==> src/rtl/seu_monitor_pkg.sv <==
// Shared types and constants for the SEU chain monitor.
package seu_monitor_pkg;

  // Run-control FSM states
  typedef enum logic [1:0] {
    ST_IDLE  = 2'd0,
    ST_FILL  = 2'd1,
    ST_CHECK = 2'd2
  } state_e;

  // Test pattern encoding as presented on pattern_sel
  typedef enum logic [1:0] {
    PAT_ZEROS = 2'd0,
    PAT_ONES  = 2'd1,
    PAT_ALT   = 2'd2,
    PAT_LFSR  = 2'd3
  } pat_e;

  localparam int unsigned LFSR_W = 16;

  // Seed reloaded on every accepted start and on reset
  localparam logic [LFSR_W-1:0] LFSR_SEED = 16'hACE1;

  // Taps 16,14,13,11 of a right-shifting Fibonacci LFSR land on bits 0,2,3,5
  localparam logic [LFSR_W-1:0] LFSR_TAP_MASK = 16'h002D;

  // One LFSR step: feedback enters at the MSB, output bit is the LSB
  function automatic logic [LFSR_W-1:0] lfsr_step(input logic [LFSR_W-1:0] s);
    return {^(s & LFSR_TAP_MASK), s[LFSR_W-1:1]};
  endfunction

endpackage

==> src/rtl/seu_monitor_lfsr.sv <==
// 16-bit Fibonacci LFSR pattern source with seed load and step enable.
module seu_monitor_lfsr
  import seu_monitor_pkg::*;
(
  input  logic              clk,
  input  logic              rst,
  input  logic              load,
  input  logic              advance,
  output logic [LFSR_W-1:0] value
);

  // Seed load wins over advance so a restart always begins at the seed
  always_ff @(posedge clk) begin
    if (rst || load) begin
      value <= LFSR_SEED;
    end else if (advance) begin
      value <= lfsr_step(value);
    end
  end

endmodule

==> src/rtl/seu_monitor.sv <==
// Drives a test pattern into an external hardened flop chain and counts
// mismatches between the returned data and a delayed copy of what was sent.
module seu_monitor
  import seu_monitor_pkg::*;
#(
  parameter int unsigned CHAIN_LEN = 8,
  parameter int unsigned CNT_W     = 16
) (
  input  logic             clk,
  input  logic             rst,
  input  logic             start,
  input  logic             stop,
  input  logic [1:0]       pattern_sel,
  output logic             dut_d,
  input  logic             dut_q,
  output logic             busy,
  output logic [CNT_W-1:0] err_cnt,
  output logic             err_sat,
  output logic             err_flag
);

  localparam int unsigned     FILL_W    = $clog2(CHAIN_LEN);
  localparam logic [FILL_W-1:0] FILL_LAST = FILL_W'(CHAIN_LEN - 1);
  localparam logic [CNT_W-1:0]  CNT_MAX   = '1;

  state_e                state;
  state_e                state_next;
  pat_e                  pat;
  logic [FILL_W-1:0]     fill_cnt;
  logic [CHAIN_LEN-1:0]  dline;
  logic [LFSR_W-1:0]     lfsr_val;
  logic [LFSR_W-1:0]     lfsr_nxt;
  logic                  start_acc;
  logic                  lfsr_load;
  logic                  lfsr_adv;
  logic                  cmp_en;
  logic                  mismatch;
  logic                  dut_d_next;
  logic                  busy_next;

  assign lfsr_nxt = lfsr_step(lfsr_val);
  assign mismatch = dut_q ^ dline[CHAIN_LEN-1];

  seu_monitor_lfsr u_lfsr (
    .clk     (clk),
    .rst     (rst),
    .load    (lfsr_load),
    .advance (lfsr_adv),
    .value   (lfsr_val)
  );

  // State register
  always_ff @(posedge clk) begin
    if (rst) begin
      state <= ST_IDLE;
    end else begin
      state <= state_next;
    end
  end

  // Next state: stop beats the FILL-to-CHECK step, start only counts in IDLE
  always_comb begin
    state_next = state;
    case (state)
      ST_IDLE: begin
        if (start) state_next = ST_FILL;
      end
      ST_FILL: begin
        if (stop)                       state_next = ST_IDLE;
        else if (fill_cnt == FILL_LAST) state_next = ST_CHECK;
      end
      ST_CHECK: begin
        if (stop) state_next = ST_IDLE;
      end
      default: state_next = ST_IDLE;
    endcase
  end

  // Control decode and next pattern bit for the cycle after this edge
  always_comb begin
    start_acc  = (state == ST_IDLE) && start;
    lfsr_load  = start_acc;
    lfsr_adv   = (state != ST_IDLE);
    cmp_en     = (state == ST_CHECK);
    busy_next  = (state_next != ST_IDLE);
    dut_d_next = 1'b0;
    if (start_acc) begin
      case (pat_e'(pattern_sel))
        PAT_ZEROS: dut_d_next = 1'b0;
        PAT_ONES:  dut_d_next = 1'b1;
        PAT_ALT:   dut_d_next = 1'b0;
        PAT_LFSR:  dut_d_next = LFSR_SEED[0];
        default:   dut_d_next = 1'b0;
      endcase
    end else if (busy_next) begin
      case (pat)
        PAT_ZEROS: dut_d_next = 1'b0;
        PAT_ONES:  dut_d_next = 1'b1;
        PAT_ALT:   dut_d_next = ~dut_d;
        PAT_LFSR:  dut_d_next = lfsr_nxt[0];
        default:   dut_d_next = 1'b0;
      endcase
    end
  end

  // Counts cycles spent in FILL
  always_ff @(posedge clk) begin
    if (rst || start_acc) begin
      fill_cnt <= '0;
    end else if (state == ST_FILL) begin
      fill_cnt <= fill_cnt + FILL_W'(1);
    end
  end

  // Pattern choice is frozen for the whole run
  always_ff @(posedge clk) begin
    if (rst) begin
      pat <= PAT_ZEROS;
    end else if (start_acc) begin
      pat <= pat_e'(pattern_sel);
    end
  end

  // Registered pattern output and busy indication
  always_ff @(posedge clk) begin
    if (rst) begin
      dut_d <= 1'b0;
      busy  <= 1'b0;
    end else begin
      dut_d <= dut_d_next;
      busy  <= busy_next;
    end
  end

  // Expected-data delay line mirroring the external chain depth
  always_ff @(posedge clk) begin
    if (rst) begin
      dline <= '0;
    end else begin
      dline <= {dline[CHAIN_LEN-2:0], dut_d};
    end
  end

  // Saturating mismatch counter with sticky flags, cleared by a new run
  always_ff @(posedge clk) begin
    if (rst || start_acc) begin
      err_cnt  <= '0;
      err_sat  <= 1'b0;
      err_flag <= 1'b0;
    end else if (cmp_en && mismatch) begin
      err_flag <= 1'b1;
      if (err_cnt != CNT_MAX) begin
        err_cnt <= err_cnt + CNT_W'(1);
        if (err_cnt == CNT_MAX - CNT_W'(1)) err_sat <= 1'b1;
      end
    end
  end

endmodule

==> config.mk <==
export PLATFORM = sky130hd
export DESIGN_NAME = seu_monitor
export DESIGN_NICKNAME = d
export VERILOG_FILES = /design/src/rtl/seu_monitor_pkg.sv /design/src/rtl/seu_monitor_lfsr.sv /design/src/rtl/seu_monitor.sv
export SDC_FILE = /design/constraint.sdc
export NUM_CORES = 1
export LEC_CHECK = 0
export ABC_CLOCK_PERIOD_IN_PS = 1380
export BUFFER_PORTS_ARGS = -buffer_cell sky130_fd_sc_hd__buf_2
export CORE_MARGIN = 8
export CORE_UTILIZATION = 51
export DETAILED_ROUTE_END_ITERATION = 10
export GPL_ROUTABILITY_DRIVEN = 0
export PLACE_DENSITY = 0.75
export SLEW_MARGIN = 30
export SYNTH_ARGS = -nofsm -noshare
export SYNTH_HDL_FRONTEND = slang
export SYNTH_HIERARCHICAL = 1
export SYNTH_SLANG_ARGS = --single-unit
==> constraint.sdc <==
create_clock -name clk -period 1.38 [get_ports clk]
set_input_delay 0.207 -clock clk [delete_from_list [all_inputs] [get_ports clk]]
set_output_delay 0.207 -clock clk [all_outputs]
set_load 0.01 [all_outputs]
# == Word level (Yosys, flattened, before mapping) ==
# Index checks and enable logic that the tools add are counted.
# word_totals
reg_bits,51
elab_cells,47
inputBits,7
out_inout_bits,20
# classes
n_eq_ne,11
addsub,2
n_bitwise,2
n_reduce_logical,13
mux,9
# op_table
cell,n
$add A16 B1 Y16 const B,1
$eq A16 B16 Y1 const B,1
$ne A16 B16 Y1 const B,1
$reduce_xor A16 Y1,1
$eq A2 B2 Y1 const B,5
$mux W2,4
$eq A2 B1 Y1 const B,3
$logic_not A2 Y1,3
$pmux W2 S3,1
$pmux W1 S4,1
$reduce_bool A2 Y1,2
$reduce_or A2 Y1,2
$add A3 B1 Y3 const B,1
$eq A3 B3 Y1 const B,1
$reduce_and A3 Y1,1
$logic_and A1 B1 Y1,2
$mux W1,2
$pmux W1 S2,1
$reduce_and A2 Y1,1
$logic_or A1 B1 Y1,1
$not A1 Y1,1
$xor A1 B1 Y1,1

# == Longest topological paths before layout ==
# Gate-level depths: netlist (run 1).
# logic_depth
ltp_word,7
ltp_mapped,6
depth_no_buf,6

# == By module ==
# Netlist (run 1), hierarchy kept.
# by_module_without_submodules
mod,cells_each,seq_area_each_um2,instances,area_each_um2
seu_monitor,161,700.7,1,1555.2
seu_monitor_lfsr,56,320.3,1,630.6

# == Worst setup path before layout (run 1) ==
# Ideal clock, no wire load.
# synth_timing
path_type,reg-to-reg
from,reg err_cnt[0]
to,reg err_cnt[13]
arrival_time_ps,1455
setup_slack_ps,-193
path_buffers,0
stages_incl_launch_ff,7
period_less_slack_ps,1573
path_cell_list,dfxtp_1 -> ha_1 -> inv_1 -> or3_1 -> nand4_1 -> xor2_1 -> nor2_1
# synth_between
elab_chain_cells,2
elab_cells_between_ends,3
classes_between,add/sub: 1; eq/ne: 1; reduce/logical: 1
# synth_rtl
element,line,rtl
start: declaration,seu_monitor.sv:17,"output logic [CNT_W-1:0] err_cnt,"
start signal: assignment,seu_monitor.sv:153,err_cnt <= err_cnt + CNT_W'(1);
"parallel branches: the longest is 2 deep, another holds $add A16 B1 Y16",--,
# Parallel ways; which one is timed is not known.
# A chain may end at the register's enable or synchronous reset.

# == Worst setup path after layout (run 1) ==
# layout_timing
from,reg dline[7]
to,reg err_cnt[4]
# layout_between
elab_chain_cells,3
# layout_rtl
element,line,rtl
start: declaration,seu_monitor.sv:30,logic [CHAIN_LEN-1:0] dline;
start signal: assignment,seu_monitor.sv:140,"dline <= {dline[CHAIN_LEN-2:0], dut_d};"
$xor A1 B1 Y1,seu_monitor.sv:42,assign mismatch = dut_q ^ dline[CHAIN_LEN-1];
$logic_and A1 B1 Y1,seu_monitor.sv:150,end else if (cmp_en && mismatch) begin
$reduce_and A2 Y1 (no source line),--,
# Every way passes these cells.

==> results of run 1 <==
## timing repair
action                                  in CTS  in global routing
cloned                                       1                  0
hold buffers                                 0                  0
pin swaps                                   10                  8
resized for setup                           15                 11
buffers inserted                             2                  4
endpoints found under the setup margin      20                 40
endpoints found under the hold margin        0                  0
## critical path, cell delays in order, from the launching register on
cell	delay [ns]
sky130_fd_sc_hd__dfxtp_2	0.37
sky130_fd_sc_hd__xor2_4	0.20
sky130_fd_sc_hd__nand3_2	0.26
sky130_fd_sc_hd__a211oi_2	0.29
sky130_fd_sc_hd__xnor2_1	0.14
sky130_fd_sc_hd__nor2_1	0.05
## cell usage in the layout, fill, tap and decap left out, types with 7 or more instances in the layout
cell and n:
sky130_fd_sc_hd__nand2_1 17, sky130_fd_sc_hd__dfxtp_1 39, sky130_fd_sc_hd__xnor2_1 11, sky130_fd_sc_hd__nor2_1 32, sky130_fd_sc_hd__buf_2 27, sky130_fd_sc_hd__nor2b_1 10
sky130_fd_sc_hd__buf_4 34, sky130_fd_sc_hd__mux2i_1 21, sky130_fd_sc_hd__dfxtp_4 7
## logic make-up after synthesis
kind of cell | Yosys count | share of synthesized area [%]
adders and majority gates | 4 | 2.29
and+or+nand+nor | 96 | 24.8
xor gates and xnor gates | 18 | 8.24
buffers and inverters | 11 | 3.43
DFF | 51 | 46.7
AOI/OAI and AO/OA | 16 | 4.92
muxes | 21 | 9.62
## registers in the layout, summed over array words and instances, names as in the netlist
signal,cells
busy,1
err_cnt,16
err_flag,1
pat,2
u_lfsr/value,16
dut_d,1
dline,8
err_sat,1
fill_cnt,3
state,2
## routing by layer
layer | global-route usage, % | part of all wire (%) | vias up
met1 | 14.5 | 44 | 783
met5 | 0 | 0 | -
li1 | - | - | 865
met4 | 6.43 | 2.9 | 0
met3 | 4.16 | 5.5 | 12
met2 | 22.1 | 48 | 30
## power groups by stage
stage | clock network, mW | registers [mW] | logic, mW
after global placement | 0 | 1.55 | 0.186
final | 0.836 | 1.50 | 0.205
after detailed placement | 0 | 1.55 | 0.190
after global routing | 0.926 | 1.51 | 0.226
after CTS | 0.860 | 1.51 | 0.200
after floorplan | 0 | 1.55 | 0.137
## worst paths after layout
check	endpoint	slack, ns	start	cells after the start
hold reg to reg	dline[4]	0.44	dline[3]	1
setup / recovery	err_cnt[4]	-0.03	dline[7]	5
hold / removal	state[1]	0.09	stop	2
setup reg to reg	err_cnt[4]	-0.03	dline[7]	5
## through the flow
| step | area [sq um] | hold slack, ns | setup TNS [ns] |
|---|---|---|---|
| after detailed placement | 2590 | 0.425 | -0.279 |
| after global placement | 2590 | 0.416 | -0.171 |
| after CTS | 2750 | 0.0914 | -0.0142 |
| after global routing | 2830 | 0.0887 | -1.05 |
| final | 2830 | 0.0942 | -0.0981 |
| after floorplan | 2220 | 0.279 | 0 |
## area by class of cell
class	count	area (sq um)
clock inverters	2	12.5
fillers	325	1400
clock buffers	6	72.6
repair buffers	64	424
inverters	3	11.3
well taps	52	65.1
multi-input cells	155	1190
flip-flops and latches	51	1050
==> results, run 1 <==
- The flow ran to the end, but the final reports show violations.
- The checks that failed: negative setup slack.
- For this design the ratio of total power to cell area is 899 mW/mm^2.
- The area growth from synthesis to layout is 29.5%.
- Sorting the synthesized cells by area gives the leading types as sky130_fd_sc_hd__dfxtp_1 (47%), sky130_fd_sc_hd__mux2i_1 (9.6%), sky130_fd_sc_hd__nor2_1 (5.7%).
- The via count of the first global-routing pass is 1586.
- The largest total area in the synthesized netlist belongs to sky130_fd_sc_hd__dfxtp_1.
- The die covers 0.00664 sq mm.
- During placement, the flow inserted port buffers numbering 26.
- For this run, the register share of the synthesized area comes to 46.7%.
- The count of state elements after synthesis is 51.
- At the pin with the least slew margin, the transition time is about 0.32 ns.
- Max-cap violations in this run came to 0.
- The worst setup path is launched from a flop.
- The logic gate share of total power is under 10%.
- The kind of end point of the critical path is a flop.
- Clock-pin slew was measured on the worst setup and hold paths at approximately 0.090 ns.
- The routed wire length per instance is ~13 um.
- The core region is ~0.0042 sq mm.
- The floorplan step set the die width to 81.5 um.
- The endpoint arrival time on the critical path is 1.62 ns.
- The average footprint of a synthesized cell is 10.1 sq um.
- The number of antenna violations at the first check in global routing was 0.
- The utilization after layout is 66.9%.
- The worst path uses 102% of the clock period.
- The power share of the sequential group is 59.1%.
- For this run, the number of Yosys warnings is 6.
- For this run, the number of standard cells in the final layout without fillers is around 330.
- The peak supply drop is 572 uV.
- The number of enable-type register cells in the synthesized netlist is 0.
- Across every metal layer, demand over resource in global routing totals 13.1%.
- Setup repair after global routing could not meet its margin everywhere.
- The post-detailed-route count of antenna-violating nets is 0.
- In this run the power spent charging and discharging nets is 0.597 mW.
- By count the netlist is led by sky130_fd_sc_hd__dfxtp_1 (51), sky130_fd_sc_hd__nor2_1 (33), sky130_fd_sc_hd__mux2i_1 (21), sky130_fd_sc_hd__nand2_1 (17), sky130_fd_sc_hd__xnor2_1 (11).
- The total chip power is ~2.5 mW.
- The H-tree generated during clock tree synthesis spans 2 levels.
- For this block, the routed nets add up to 4240 um of wire.
- The total count of max-transition violations in the final report is 0.
- The die extent in y is between 80 and 90 um.
- Data on the critical path is required at its endpoint by ~1.6 ns.
- In the final layout, the share of cells above drive strength 1 is 38.8%.
- In this run, CTS created clock tree buffers numbering 5.
- The highest achievable clock rate is 0.710 GHz.
- TritonCTS built the clock tree.
- The deepest clock path buffer count is 2.
- Before antenna repair, the detailed router went through 4 iterations.
- The count of endpoints failing hold in the final timing report is 0.
- Headroom to the max-slew limit came out at roughly four fifths.
- Across the routed clock network, the largest skew measured is 0.0135 ns.
- In this run switching power makes up 23.5% of total power.
- For this run, asynchronously set or reset flops after synthesis account for 0%.
- The number of antenna diodes is 0.
- Clock tree synthesis found a total of 51 sinks.
- The number of DRC markers in iteration 0 is 48.
- The number of library cell types mapped by synthesis is 43.
- The number of placed instances, taps included, is roughly 320.
- The setup slack of the critical path after layout is -0.0284 ns.
- The tightest min-delay check is of the input port to flop type.
- The clock root buffer is sky130_fd_sc_hd__clkbuf_8.
- The internal power summed over all cells is 1.95 mW.
- The first global-routing pass estimated 6840 um of wire.
- The leakage dissipation is 1.17 nW.
- For this run the aggregate overflow at the end of global routing stands at 0.
- The number of setup violations in the final report is 8.
- Among all flip-flop cells after synthesis, the most frequent one is sky130_fd_sc_hd__dfxtp_1.
- When the netlist entered floorplanning its net count stood at 228.
- Detailed placement ended at an HPWL of 3010 um.
- The post-layout minimum cycle time is 1.41 ns.
- Row generation in the floorplan step produced 24 rows.
- After detailed routing, the number of remaining DRC violations is 0.
- The number of instances in the synthesized netlist is 217.
- The synthesized netlist occupies a cell area of 0.00219 sq mm.
- The worst setup path is of the flop to flop kind.
- 27 I/O pins were placed.
- The largest net degree at the start of global routing is 19.
- The clock insertion delay at the later pin of the skew report is approximately 0.30 ns.
- After the last flow step, the layout net total stands at 291.
- Dividing the detail-routed via count by the number of cells gives 5.08.
- The worst slack at placement is -0.0258 ns.
- The clock share of power is around 33%.
- The most instantiated library cell after synthesis is sky130_fd_sc_hd__dfxtp_1.
- The top cell type by area accounts for 46.7% of the synthesized area.
- For this configuration, the core starts out at a cell density of 51.6%.
- The number of vias after detailed routing is 1690.
- In this run the worst path has a maximum fanout of 7.
Note: power is estimated with default switching activity, not from simulation.
==> inputs of run 2 (changes only) <==
--- a/config.mk
+++ b/config.mk
@@ -6,12 +6,13 @@
 export NUM_CORES = 1
 export LEC_CHECK = 0
 export ABC_CLOCK_PERIOD_IN_PS = 1380
-export BUFFER_PORTS_ARGS = -buffer_cell sky130_fd_sc_hd__buf_2
+export BUFFER_PORTS_ARGS = -buffer_cell sky130_fd_sc_hd__clkbuf_2
 export CORE_MARGIN = 8
 export CORE_UTILIZATION = 51
 export DETAILED_ROUTE_END_ITERATION = 10
 export GPL_ROUTABILITY_DRIVEN = 0
-export PLACE_DENSITY = 0.75
+export MAX_ROUTING_LAYER = met4
+export PLACE_DENSITY_LB_ADDON = 0.25
 export SLEW_MARGIN = 30
 export SYNTH_ARGS = -nofsm -noshare
 export SYNTH_HDL_FRONTEND = slang
==> results, run 2 (same netlist as run 1, synthesis figures left out) <==
- The largest fanout of any net on the critical path was 3 (-4).
- The clock-pin slew reported for the worst setup and hold paths after clock tree synthesis is 0.09 ns (about the same).
- Leaving out fill and tap cells, the most frequent cell in the layout is sky130_fd_sc_hd__dfxtp_1.
- The final design instance area without fill came to 0.00292 sq mm (+3.1%).
- The count of endpoints failing hold in the final timing report is 0 (unchanged).
- The total count of max-transition violations in the final report is 0 (unchanged).
- The number of setup violations in the final report was 7 (-1).
- The detailed-routed wire length on met3 is 190 um (-19%).
- The total met2 wirelength after detailed routing was 2050 um (+1.2%).
- The final reports fail on negative setup slack.
- The area added between synthesis and finish is 33.6%.
- The total power per unit cell area is 886 mW/mm^2 (-1.4%).
- The length of the first detailed-routing pass in iterations is 4 (unchanged).
- The highest achievable clock rate was 0.695 GHz (-2.2%).
- The count of placed standard cells in the final layout, fillers left out is 336 (+0.90%).
- The wire length of the first global-routing pass came to 6950 um (+1.5%).
- The number of remaining DRC errors is 0 (unchanged).
- The I/O pin count is 27 (unchanged).
- The buffering stage count on the worst path with inverters included is 0 (unchanged).
- The nature of the critical path startpoint is a flop.
- The number of placed instances, taps included came to 321 (+0.94%).
- The TritonCTS clock tree is done.
- Setup repair after global routing could not meet its margin everywhere.
- The peak supply drop is 669 uV (+17%).
- The largest registers in the layout are err_cnt x16, u_lfsr/value x16, dline x8.
- The starting density of the core is 51.6% (unchanged).
- The utilization after layout is 69.0% (+2.1 points).
- The endpoint arrival time on the critical path came to 1.64 ns (+0.02 ns).
- The number of antenna diodes was 0 (unchanged).
- In the layout the commonest cells are sky130_fd_sc_hd__dfxtp_1 (38), sky130_fd_sc_hd__buf_4 (34), sky130_fd_sc_hd__nor2_1 (32), sky130_fd_sc_hd__clkbuf_2 (26), sky130_fd_sc_hd__mux2i_1 (21).
- The worst-case hold slack came to 0.0977 ns (+0.00346 ns).
- The master of the slowest instance on the critical path is sky130_fd_sc_hd__dfxtp_2.
- The leakage dissipation is 1.19 nW (+1.7%).
- The post-detailed-route count of antenna-violating nets came to 0 (unchanged).
- The category of the most critical setup path is flop to flop.
- The final sum of negative setup slack is -0.213 ns (-0.115 ns).
- The via count of the first global-routing pass is 1605 (+1.2%).
- The clock insertion delay at the later pin of the skew report is 0.30 ns (about the same).
- The count of buffers from port buffering came to 26 (unchanged).
- The post-route clock period utilization is 104% (+2.3 points).
- The largest net degree at the start of global routing is 19 (unchanged).
- The routed wire length per instance came to 12.8 um (+0.70%).
- The total chip power is 2.59 mW (+1.7%).
- The layout net count was 294 (+1.0%).
- The TritonCTS sink count was 51 (unchanged).
- The worst-case headroom to the max-slew limit is 80.3% (+1.9 points).
- The number of antenna violations at the first check in global routing was 0 (unchanged).
- The die area is 0.00664 sq mm (unchanged).
- The critical path goes through nand4b_1 > nand2b_1 > a311oi_2 > xnor2_1 > nor2_1.
- Among cell families on the critical path, the largest total delay comes from simple AND/OR/NAND/NOR gates.
- The HPWL reported at the end of detailed placement was 3050 um (+1.3%).
- The number of DRC markers in iteration 0 is 55 (+15%).
- The setup slack of the critical path after layout is -0.0598 ns (-0.0313 ns).
- The clock root buffer is sky130_fd_sc_hd__clkbuf_8.
- The vias per cell is 5.10 (+0.51%).
- The count of standard-cell rows is 24 (unchanged).
- The residual overflow from global routing came to 0 (unchanged).
- The number of vias after detailed routing is 1714 (+1.4%).
- The routed length on met1 is 2000 um (+8.0%).
- The transition at the pin with the smallest max-transition slack is 0.294 ns (-0.0290 ns).
- The fraction of layout instances using a drive strength above 1 is 41.2% (+2.4 points).
- The all-layer global routing usage is 13.6% (+0.47 points).
- The data required time of the critical path is 1.58 ns (about the same).
- The area after detailed placement is 0.00262 sq mm (+1.4%).
- The final worst clock skew is 0.0167 ns (+0.00319 ns).
- The die extent in y was 81.5 um (unchanged).
- The H-tree depth came to 2 (unchanged).
- The path class of the lowest-slack min-delay path is input port to flop.
- The post-layout minimum cycle time is 1.44 ns (+0.0313 ns).
- The x dimension of the die was 81.5 um (unchanged).
- The worst slack at placement came to -0.0581 ns (-0.0323 ns).
- The total wire length is 4310 um (+1.6%).
- The count of maximum capacitance violations is 0 (unchanged).
- The highest routing layer actually used is met4.
- The total core area is 0.00423 sq mm (unchanged).
- The run finished, with violations left.
- The number of inserted filler cells in the final layout came to 326 (+0.31%).
- The deepest clock path buffer count is 2 (unchanged).
- The total clock buffers created by CTS came to 5 (unchanged).
- STA classifies the critical path endpoint as a flop.
- The maximum single-stage delay on the critical path came to 0.33 ns (-0.04 ns).
run 2: cell types whose count changed in the layout (fill, tap and decap cells not counted), moves of 2 or more:
cell                       previous run  this run
sky130_fd_sc_hd__clkbuf_2             0        26
sky130_fd_sc_hd__buf_6                3         6
sky130_fd_sc_hd__buf_2               27         0
sky130_fd_sc_hd__dfxtp_2              5         7
run 2: final timing paths:
kind              startpoint    endpoint  slack [ns]  cells after the start
setup reg to reg    state[0]  err_cnt[7]       -0.06                      5
hold / removal          stop    state[1]         0.1                      2
setup / recovery    state[0]  err_cnt[7]       -0.06                      5
hold reg to reg     dline[3]    dline[4]        0.44                      1
run 2: per-layer routing:
| layer | vias to the layer above | track usage (%) |
|---|---|---|
| li1 | 873 | - |
| met1 | 812 | 15.3 |
| met2 | 22 | 22.2 |
| met3 | 7 | 3.17 |
| met4 | 0 | 6.43 |
| met5 | - | - |
run 2: final cells by class:
| class | count | area (sq um) | share of cell area (%) |
|---|---|---|---|
| Clock inverter | 1 | 5.00 | 0.171 |
| Sequential cell | 51 | 1050 | 36.0 |
| Clock buffer | 7 | 86.3 | 2.96 |
| Timing Repair Buffer | 67 | 473 | 16.2 |
| Tap cell | 52 | 65.1 | 2.23 |
| Multi-Input combinational cell | 155 | 1230 | 42.0 |
| Inverter | 3 | 11.3 | 0.386 |
run 2: where the power goes:
group,total [mW],switching (mW),internal [mW]
clock,0.865,0.459,0.405
combinational,0.217,0.106,0.111
sequential,1.51,0.0171,1.49
run 2: what timing repair did:
action | in CTS | in global routing
endpoints found under the setup margin | 22 | 40
hold buffers | 0 | 0
gates cloned | 0 | 0
buffers inserted | 1 | 6
pin swaps | 8 | 22
resized for setup | 10 | 26
